### config.mk
export PLATFORM = sky130hd
export DESIGN_NAME = addsub_arbiter
export DESIGN_NICKNAME = d
export VERILOG_FILES = /design/src/rtl/addsub_arbiter.sv
export SDC_FILE = /design/constraint.sdc
export NUM_CORES = 1
export LEC_CHECK = 0
export CAP_MARGIN = 10
export CORE_AREA = 2 2 235 237
export DETAILED_ROUTE_END_ITERATION = 7
export DIE_AREA = 0 0 237 239
export DONT_BUFFER_PORTS = 1
export SLEW_MARGIN = 10
export SYNTH_ARGS = -nofsm -noshare
export SYNTH_HDL_FRONTEND = slang
export SYNTH_SLANG_ARGS = --single-unit
### constraint.sdc
create_clock -name clk -period 5.9 [get_ports clk]
set_clock_uncertainty 0.2 [all_clocks]
set_input_delay 0.885 -clock clk [delete_from_list [all_inputs] [get_ports clk]]
set_output_delay 0.885 -clock clk [all_outputs]
set_load 0.02 [all_outputs]
### src/rtl/addsub_arbiter.sv
// Round-robin arbiter sharing one 64-bit add/sub datapath among NUM_REQ slots,
// with a one-entry tagged response register. Define ADDSUB_ARB_OVF_EN to add rsp_ovf.
module addsub_arbiter #(
  parameter int unsigned NUM_REQ = 4,
  parameter int unsigned ID_W    = 2
) (
  input  logic                  clk,
  input  logic                  rst_n,
  input  logic [NUM_REQ-1:0]    req_valid,
  output logic [NUM_REQ-1:0]    req_ready,
  input  logic [NUM_REQ-1:0]    req_op,
  input  logic [NUM_REQ*64-1:0] req_a,
  input  logic [NUM_REQ*64-1:0] req_b,
  output logic                  rsp_valid,
  input  logic                  rsp_ready,
  output logic [ID_W-1:0]       rsp_id,
  output logic [63:0]           rsp_sum,
  output logic                  rsp_cout
`ifdef ADDSUB_ARB_OVF_EN
  ,
  output logic                  rsp_ovf
`endif
);

  typedef enum logic {ST_EMPTY, ST_FULL} state_t;

  state_t          state;
  logic [ID_W-1:0] ptr;
  logic [ID_W-1:0] gnt, gnt_hi, gnt_lo, ptr_next;
  logic            found_hi, found_lo;
  logic            can_issue, accept;
  logic            sel_op;
  logic [63:0]     sel_a, sel_b, b_eff;
  logic [64:0]     full_sum;
`ifdef ADDSUB_ARB_OVF_EN
  logic            ovf;
`endif

  // Rotating priority: first valid slot at or above ptr, else lowest valid slot overall.
  always_comb begin
    gnt_hi   = '0;
    gnt_lo   = '0;
    found_hi = 1'b0;
    found_lo = 1'b0;
    for (int unsigned j = 0; j < NUM_REQ; j++) begin
      if (req_valid[j] && !found_lo) begin
        found_lo = 1'b1;
        gnt_lo   = ID_W'(j);
      end
      if (req_valid[j] && !found_hi && (j >= 32'(ptr))) begin
        found_hi = 1'b1;
        gnt_hi   = ID_W'(j);
      end
    end
    gnt = found_hi ? gnt_hi : gnt_lo;
  end

  assign can_issue = !rsp_valid || rsp_ready;
  assign accept    = rst_n && found_lo && can_issue;
  assign ptr_next  = (gnt == ID_W'(NUM_REQ - 1)) ? '0 : gnt + ID_W'(1);

  always_comb begin
    req_ready = '0;
    sel_op    = 1'b0;
    sel_a     = '0;
    sel_b     = '0;
    for (int unsigned j = 0; j < NUM_REQ; j++) begin
      if (gnt == ID_W'(j)) begin
        req_ready[j] = accept;
        sel_op       = req_op[j];
        sel_a        = req_a[j*64 +: 64];
        sel_b        = req_b[j*64 +: 64];
      end
    end
    b_eff    = sel_op ? ~sel_b : sel_b;
    full_sum = {1'b0, sel_a} + {1'b0, b_eff} + 65'(sel_op);
  end

`ifdef ADDSUB_ARB_OVF_EN
  assign ovf = (sel_a[63] == b_eff[63]) && (full_sum[63] != sel_a[63]);
`endif

  always_ff @(posedge clk) begin
    if (!rst_n) begin
      state     <= ST_EMPTY;
      rsp_valid <= 1'b0;
      rsp_id    <= '0;
      rsp_sum   <= '0;
      rsp_cout  <= 1'b0;
      ptr       <= '0;
`ifdef ADDSUB_ARB_OVF_EN
      rsp_ovf   <= 1'b0;
`endif
    end else begin
      if (accept) begin
        rsp_id   <= gnt;
        rsp_sum  <= full_sum[63:0];
        rsp_cout <= full_sum[64];
        ptr      <= ptr_next;
`ifdef ADDSUB_ARB_OVF_EN
        rsp_ovf  <= ovf;
`endif
      end
      case (state)
        ST_EMPTY: begin
          if (accept) begin
            state     <= ST_FULL;
            rsp_valid <= 1'b1;
          end
        end
        ST_FULL: begin
          if (rsp_ready && !accept) begin
            state     <= ST_EMPTY;
            rsp_valid <= 1'b0;
          end
        end
        default: begin
          state     <= ST_EMPTY;
          rsp_valid <= 1'b0;
        end
      endcase
    end
  end

endmodule

# Yosys cells after proc, flatten, opt, wreduce, memory -nomap -nowiden
# Cells that the tools add are included.
# word_totals
reg_bits	71
input_bits	523
output_inout_bits	72
elab_cells	81
# op_classes
addsub	3
n_lt_le_gt_ge	3
eq_ne	5
n_mux	39
n_bitwise	2
reduce_logical	23
# ops
op	count
64-bit 2-to-1 mux	9
64-bit by 64-bit adder with 65-bit output	1
65-bit by 1-bit adder with 65-bit output	1
64-bit inverter	1
1-bit 2-to-1 mux	22
1-bit logical AND	12
2-bit 2-to-1 mux	6
1-bit logical NOT	8
2-bit equality test, second input constant	2
1-bit by 2-bit >= comparator with 1-bit output, first input constant	2
1-bit one-hot mux with 2 select lines	2
2-bit by 1-bit adder with 2-bit output, second input constant	1
2-bit by 1-bit equality test with 1-bit output, second input constant	1
2-bit >= comparator, first input constant	1
2-bit logical NOT	1
2-bit by 1-bit != test with 1-bit output, second input constant	1
2-bit != test, second input constant	1
2-bit AND reduction	1
1-bit logical OR	1
1-bit inverter	1

# Longest topological paths before layout
# Gate-level depths: netlist (run 1).
# depth
word_depth	24
depth_mapped	27
ltp_nobuf	24

# Worst setup path before layout (run 1)
# Ideal clock, no wire load.
# synth_path
kind	input -> register
from	in req_valid[0]
to	reg rsp_sum[54]
arrival_ps	5368
path_slack_ps	207
path_stages	23
cell_sequence	inv_1 > nor2_1 > a21oi_1 > o22ai_1 > a21oi_1 > inv_1 > ha_1 > nor3b_1 > a221oi_1 > buf_4 > buf_1 > xor2_1 > fa_1 > a21o_1 > a221oi_2 > o21ai_2 > nand3_1 > a211oi_1 > or4_1 > a21o_1 > a21oi_1 > xor2_1 > o21ai_1
# synth_via
elab_chain_len	23
# synth_lines
element	line	text
start, declared	9	input logic [NUM_REQ-1:0] req_valid,
1-bit logical AND	50	if (req_valid[j] && !found_hi && (j >= 32'(ptr))) begin
1-bit 2-to-1 mux	50	
1-bit logical NOT	50	
1-bit logical AND (2 in a row)	50	
1-bit 2-to-1 mux	50	
1-bit logical NOT	50	
1-bit logical AND (2 in a row)	50	
1-bit 2-to-1 mux	50	
[... 3 more ...]	--	
2-bit 2-to-1 mux (*)	55	gnt = found_hi ? gnt_hi : gnt_lo;
named net gnt[0]	29	logic [ID_W-1:0] gnt, gnt_hi, gnt_lo, ptr_next;
2-bit logical NOT	68	if (gnt == ID_W'(j)) begin
64-bit 2-to-1 mux (4 in a row)	68	
64-bit inverter	75	b_eff = sel_op ? ~sel_b : sel_b;
64-bit 2-to-1 mux	75	
64-bit by 64-bit adder with 65-bit output	76	full_sum = {1'b0, sel_a} + {1'b0, b_eff} + 65'(sel_op);
65-bit by 1-bit adder with 65-bit output (*)	76	
end signal, assigned	97	rsp_sum <= full_sum[63:0];
end, declared	17	output logic [63:0] rsp_sum,
# Mark *: on every way through the listed nets, which the timed path passes. The rest lies on a longest branch.
# A chain may end at the register's enable or synchronous reset.

# Final worst setup path (run 1)
# layout_path
from	in req_valid[1]
to	reg rsp_sum[48]
# layout_via
elab_chain_len	20
# layout_lines
element	line
1-bit logical AND (2 in a row)	50
1-bit 2-to-1 mux	50
1-bit logical NOT	50
1-bit logical AND (2 in a row)	50
1-bit 2-to-1 mux	50
1-bit logical NOT	50
1-bit logical AND	50
2-bit 2-to-1 mux or 1-bit 2-to-1 mux (tied branches)	50
2-bit 2-to-1 mux (*)	55
named net gnt[1]	29
2-bit logical NOT	68
64-bit 2-to-1 mux (4 in a row)	68
64-bit inverter	75
64-bit 2-to-1 mux	75
64-bit by 64-bit adder with 65-bit output	76
65-bit by 1-bit adder with 65-bit output (*)	76
# Marked as above.

==> key figures, run 1 <==
Outcome
  – Run status: finished, final reports clean

Route
  – Post-route ant nets: 0
  – Met3 Wirelength: 4647 um
  – DR iter-0 viols: 996
  – Top layer in use: met5
  – Vias after detailed routing: 12684
  – DR WL met2: 24290 um
  – Wirelength per Cell: 23.35 um
  – M1 WL: 27470 um
  – DR vias/cell: 5.139
  – WL final: 57640 um
  – DRC Markers: 0
  – Detailed Routing Iterations Pass 1: 5

Synth
  – Xor and xnor area share after synthesis: 10.26%
  – Largest cells by area after synthesis: dfxtp_1, o21ai_0, a21oi_1
  – Cell taking the most area after synthesis: dfxtp_1
  – Post-synth EDFFs: 0
  – Top FF cell, synth: dfxtp_1
  – Synth Area in Compound Gates: 39.43%
  – Mapped Avg Cell Area: 6.362 um^2
  – Cell count after synthesis: 1650
  – Largest family of logic cells by synthesized area: compound AO/OA/AOI/OAI gates
  – Synth Cell Area: 10500 um^2
  – Sequential area share after synthesis: 13.54%
  – Synth Register Bits: 71
  – Mux cell area share after synthesis: 0.1430%
  – Yosys warning total: 0
  – Area fraction of the dominant cell type after synthesis: 13.54%
  – Post-Synthesis Net Count: 2241
  – Ys async rst share: 0%
  – Top cells by count, synth: o21ai_0, a21oi_1, nand2_1, nor2_1, a22oi_1
  – Simple-gate share of the synthesized area: 22.31%
  – Cell with the most instances after synthesis: o21ai_0
  – Post-Synth Adder-Cell Area: 8.176%
  – Yosys cell types: 66

Global route
  – Vias in the first global route: 11764
  – Total gr overflow: 0
  – First-pass GRT wire length: 80500 um
  – Initial antenna violation count: 7
  – Gr usage total: 19.30%
  – Largest net degree at the start of global routing: 99

Floorplan
  – Die X: 237 um
  – Core footprint: 54340 um^2
  – Die height: 239 um
  – Top-Level Pins: 595
  – Row Count: 86
  – Die Footprint: 56640 um^2
  – Starting Density: 19.32%

Placed design
  – GPL Wtd Cong: 1.013
  – Port-buffer cells: 0
  – DP HPWL: 49950 um

Setup path
  – Crit. End Element: flop
  – Critical Path Max Stage Delay: 0.39 ns
  – Worst path bufs/invs: 8
  – CP Data Arrival Time: 5.59 ns
  – CP max stage cell: fa_1
  – CP Launch Type: input port
  – Crit-path max FO: 7
  – CP top delay family: compound AO/OA/AOI/OAI gates
  – Crit path top cell by count: buf_4
  – Worst setup path class: input port to flop
  – Worst endpoint required time: 5.90 ns

Clocking
  – Clk sink count: 71
  – Hold bufs inserted after CTS: 0
  – TritonCTS clock tree: built
  – Clock buffers created by TritonCTS: 9
  – Worst skew pair latency: 0.35 ns
  – Reg clk slew, reported paths: 0.06 ns
  – Htree depth: 3
  – Max Buffers Root-to-Sink: 2
  – CTS root buf: clkbuf_16

STA
  – Final setup violation count: 0
  – Fmax: 0.1791 GHz
  – Measured slew at the worst slew-check pin: 0.8454 ns
  – Fin crit period: 5.583 ns
  – Hold Fails Final Rpt: 0
  – Hold WS: 0.2836 ns
  – Final period utilization: 94.63%
  – Worst slew margin relative to its limit: 43.58%
  – RSZ-0062 raised after global routing: no
  – Final Slew Violations: 0

Final layout
  – Finished Core Util: 24.44%
  – Layout net count: 2345
  – Share of cells above drive strength 1: 16.26%
  – Synth-to-Final Area Change: 26.53%

Min path
  – Hold WC Path Type: flop to flop

Power and ir drop
  – Cell Pwr Density: 925.5 nW/um^2
  – Leak: 0.005360 uW
  – VDD IR max: 270.4 uV

Run
  – Max-cap violations: 0
-- placed cells by master (no fill, tap or decap), types with 11 or more instances in the layout --
master    instances
dfxtp_1          71
buf_4           219
nor2_1          167
o21ai_0         222
nand3_1          82
o21bai_1         14
a21oi_1         208
nand2_1         194
ha_1             64
inv_1            22
xor2_1           83
buf_12           17
xnor2_1          39
o21ai_1          11
nand4_1          27
a22oi_1         126
a21o_1           31
-- worst reg2reg max path, cell delays in order, from the launching register on --
cell and delay (ns):
dfxtp_1 0.40, nand2_1 0.08, nand2_1 0.07, a21oi_1 0.06, o22ai_1 0.22, buf_4 0.17
buf_4 0.11, inv_1 0.09, ha_4 0.23, buf_4 0.17, nor3b_1 0.14, a211oi_1 0.25
buf_4 0.19, mux2_4 0.35, fa_1 0.40, a21o_1 0.23, a221oi_4 0.31, o21ai_2 0.12
buf_4 0.16, o21a_1 0.22, o211ai_1 0.21, buf_4 0.17, a21oi_1 0.08, a31oi_1 0.23
nor2b_1 0.19, xor2_1 0.18, o21ai_0 0.09
-- cells by family after synthesis --
kind of cell | Yosys count
AOI/OAI and AO/OA | 687
xor gates and xnor gates | 123
adders and majority gates | 68
buffers and inverters | 166
DFF | 71
muxes | 1
and+or+nand+nor | 534
-- per-stage QoR --
stage | std cells | TNS, ns | setup slack [ns] | instance area (um^2) | total power [uW]
global placement | 2445 | -0.6400 | -0.1771 | 12850 | 11470
global route | 2468 | 0 | 0.005044 | 13280 | 13360
detailed placement | 2445 | -0.8001 | -0.1306 | 12850 | 11480
CTS | 2461 | 0 | 0.2310 | 13170 | 12140
finish | 2468 | 0 | 0.3166 | 13280 | 12290
floorplan | 1650 | 0 | 0.2071 | 10500 | 7006
-- repair_timing --
item,CTS,global route
setup buffers,0,2
resized for setup,0,17
setup endpoints to repair,0,22
-- where the power goes --
| part | switching (uW) | total, uW | internal [uW] |
|---|---|---|---|
| clock | 238 | 609 | 371 |
| combinational | 5990 | 10500 | 4510 |
| sequential | 475 | 1180 | 708 |
| total | 6700 | 12300 | 5590 |
-- state kept, by name (all words and copies together), names as in the netlist --
name and flops:
state 1, rsp_cout 1, ptr 2, rsp_sum 64, rsp_id 2, rsp_valid 1
-- layer usage --
metal | up-vias | global-route usage [%]
met5 | - | 0
met4 | 4 | 5.044
met3 | 59 | 4.665
met2 | 558 | 29.02
met1 | 5871 | 27.32
li1 | 6192 | -
-- final timing paths --
| kind | from | to | slack, ns | cells after the start |
|---|---|---|---|---|
| max | req_valid[1] | rsp_sum[48] | 0.32 | 26 |
| min reg2reg | state | state | 0.28 | 2 |
| min | state | state | 0.28 | 2 |
| max reg2reg | ptr[1] | rsp_sum[48] | 0.44 | 26 |
-- final cells by class --
cell class                      instances  area [um^2]
Sequential cell                        71         1421
Antenna cell                            5        12.51
Timing Repair Buffer                  237         1996
Clock inverter                          7        97.59
Inverter                               22        82.58
Multi-Input combinational cell       1413         8567
Fill cell                            6127        41060
Tap cell                              704        880.8
Clock buffer                            9        225.2
Note: power is estimated with default switching activity, not from simulation.
==> run 2: changes to the inputs <==
REMOVE_ABC_BUFFERS = 1   (was not set)
clock period = 6.3 ns   (was 5.9 ns; I/O delays follow)
==> key figures, run 2 (synthesis gave the netlist of run 1 again) <==
STA
  – Final setup margin: 0.3626 ns (was 0.3166 ns)
  – Fmax: 0.1684 GHz
  – Fin crit period: 5.937 ns
  – Hold WS: 0.2952 ns (was 0.2836 ns)
  – Hold Fails Final Rpt: 0 (unchanged)
  – Final Slew Violations: 0 (unchanged)
  – Measured slew at the worst slew-check pin: 0.9196 ns (was 0.8454 ns)
  – Final period utilization: 94.24%
  – Setup TNS Final: 0 ns (unchanged)
  – Final setup violation count: 0 (unchanged)
  – Worst slew margin relative to its limit: 38.70% (was 43.58%)

Setup path
  – Worst path bufs/invs: 4 (was 8)
  – CP max stage cell: or4_1 (was fa_1)
  – CP Data Arrival Time: 5.97 ns (was 5.59 ns)
  – FF-to-FF path depth: 22 (was 26)
  – Register-to-register setup slack: 0.56 ns (was 0.44 ns)
  – Crit path top cell by count: a21oi_1 (was buf_4)
  – Critical Path Max Stage Delay: 0.62 ns (was 0.39 ns)
  – Crit-path max FO: 93 (was 7)
  – Worst endpoint required time: 6.33 ns (was 5.90 ns)
  – Crit. End Element: flop (unchanged)
  – CP Launch Type: input port (unchanged)
  – R2r endpoint: rsp_sum[54] (was rsp_sum[48])
  – CP top delay family: compound AO/OA/AOI/OAI gates (unchanged)
  – CP Cell Sequence: inv_1, nand2_1, a21oi_1, o22ai_2, inv_1, ha_4, buf_12, buf_4, a21oi_1, o21ai_0, xor2_1, ha_1, a21oi_1, o21ai_1, a211oi_1, o21ai_0, nor2b_1, or4_1, a21o_1, a21oi_1, xor2_1, o21ai_1
  – FF-to-FF Start: ptr[1] (unchanged)
  – Worst setup path class: input port to flop (unchanged)

Clocking
  – CTS root buf: clkbuf_16 (unchanged)
  – Clock buffers created by TritonCTS: 9 (unchanged)
  – Htree depth: 3 (unchanged)
  – Max Buffers Root-to-Sink: 2 (unchanged)
  – Worst skew pair latency: 0.38 ns (was 0.35 ns)
  – TritonCTS clock tree: built (unchanged)
  – Reg clk slew, reported paths: 0.07 ns (was 0.06 ns)
  – Hold bufs inserted after CTS: 0 (unchanged)
  – Clk sink count: 71 (unchanged)

Route
  – Wirelength per Cell: 19.62 um (was 23.35 um)
  – Post-route ant nets: 0 (unchanged)
  – Vias after detailed routing: 11697 (was 12684)
  – Detailed Routing Iterations Pass 1: 7 (was 5)
  – DR vias/cell: 5.128 (was 5.139)
  – WL final: 44750 um (was 57640 um)
  – DRC Markers: 0 (unchanged)
  – DR iter-0 viols: 662 (was 996)

Final layout
  – Layout net count: 2153 (was 2345)
  – Most frequent cells in the layout: o21ai_0, a21oi_1, nand2_1, nor2_1, a22oi_1 (was o21ai_0, buf_4, a21oi_1, nand2_1, nor2_1)
  – Final Cell Area: 11680 um^2 (was 13280 um^2)
  – Sequential Area: 1421 um^2 (unchanged)
  – Largest register FFs: 64 (unchanged)
  – Top flop regs: rsp_sum (64), ptr (2), rsp_id (2) (unchanged)
  – Synth-to-Final Area Change: 11.26% (was 26.53%)
  – Footprint of the multi-input gates: 8523 um^2 (was 8567 um^2)
  – Most common cell after layout, fill and taps aside: o21ai_0 (unchanged)
  – Share of cells above drive strength 1: 5.616% (was 16.26%)
  – FILL cells: 6207 (was 6127)
  – Top reg by flops: rsp_sum (unchanged)

Placed design
  – Place WS: -0.1747 ns (was -0.1306 ns)
  – Port-buffer cells: 0 (unchanged)
  – Placed cell areas: 11270 um^2 (was 12850 um^2)
  – DP HPWL: 36870 um (was 49950 um)
  – GPL Wtd Cong: 0.9137 (was 1.013)

Global route
  – Met2 GRT Util: 24.82% (was 29.02%)
  – Gr usage total: 15.11% (was 19.30%)
  – Initial antenna violation count: 11 (was 7)
  – Largest net degree at the start of global routing: 144 (was 99)
  – Gr busiest metal: met2 (unchanged)
  – Vias in the first global route: 10620 (was 11764)
  – Met3 GRT Util: 3.233% (was 4.665%)
  – GR Layer Usage met1: 19.31% (was 27.32%)
  – First-pass GRT wire length: 65250 um (was 80500 um)
  – Total gr overflow: 0 (unchanged)

Min path
  – Worst Hold Path Cells: 2 (unchanged)
  – Hold WC Path Type: flop to flop (unchanged)
  – WHS Endpoint: state (unchanged)
  – HP Start: state (unchanged)

Floorplan
  – Core footprint: 54340 um^2 (unchanged)
  – Die height: 239 um (unchanged)
  – Die Footprint: 56640 um^2 (unchanged)
  – Row Count: 86 (unchanged)
  – Top-Level Pins: 595 (unchanged)
  – Die X: 237 um (unchanged)
  – Starting Density: 19.32% (unchanged)

Outcome
  – Run status: finished, final reports clean (unchanged)

Power and ir drop
  – Leak: 0.004372 uW (was 0.005360 uW)
  – VDD IR max: 216.0 uV (was 270.4 uV)
  – Cell Pwr Density: 807.7 nW/um^2 (was 925.5 nW/um^2)

Run
  – Max-cap violations: 0 (unchanged)
==> run 2: worst max-delay path by stage <==
stage | to | slack (ns) | startpoint | depth (start not counted)
after floorplan | rsp_sum[54] | -9.61 | req_valid[0] | 19
after global placement | rsp_sum[41] | -0.21 | req_valid[0] | 21
after detailed placement | rsp_sum[41] | -0.17 | req_valid[0] | 21
after CTS | rsp_sum[41] | 0.23 | req_valid[0] | 21
after global routing | rsp_sum[60] | -0.004 | req_valid[1] | 25
final | rsp_sum[54] | 0.36 | req_valid[1] | 22
==> run 2: power breakdown <==
group,internal (uW),total (uW),switching [uW]
sequential,663,1050,383
combinational,2980,7740,4760
clock,388,644,256
==> run 2: final cells by class <==
class,count,area share [%]
multi-input combinational,1413,72.97
tap,704,7.541
antenna,10,0.2142
inverter,22,0.7070
sequential,71,12.17
clock inverter,7,1.039
timing repair buffer,45,3.428
clock buffer,9,1.928
==> run 2: metrics by stage <==
stage	power, uW	std cells	utilization [%]
after floorplan	6550	1506	-
after global placement	8774	2253	20.73
after detailed placement	8764	2253	20.73
after CTS	9479	2269	21.37
after global routing	10420	2281	21.49
final	9434	2281	21.49
==> run 2: timing repair <==
action | 4_1_cts | 5_1_grt
setup buffers | 0 | 2
endpoints found under the hold margin | 0 | 0
setup endpoints to repair | 0 | 15
resized for setup | 0 | 5
==> run 2: per-layer routing <==
metal | wire length, um | share of wire [%]
met5 | 0 | 0
met4 | 1224 | 2.7
met3 | 3285 | 7.3
met2 | 20860 | 47
met1 | 19370 | 43
==> run 2: tightest hold or removal path: cells and delay by family, from the launching register on <==
| family | cells | cell delay [ns] |
|---|---|---|
| compound gates | 1 | 0.07 |
| flops | 1 | 0.32 |
| simple gates | 1 | 0.05 |
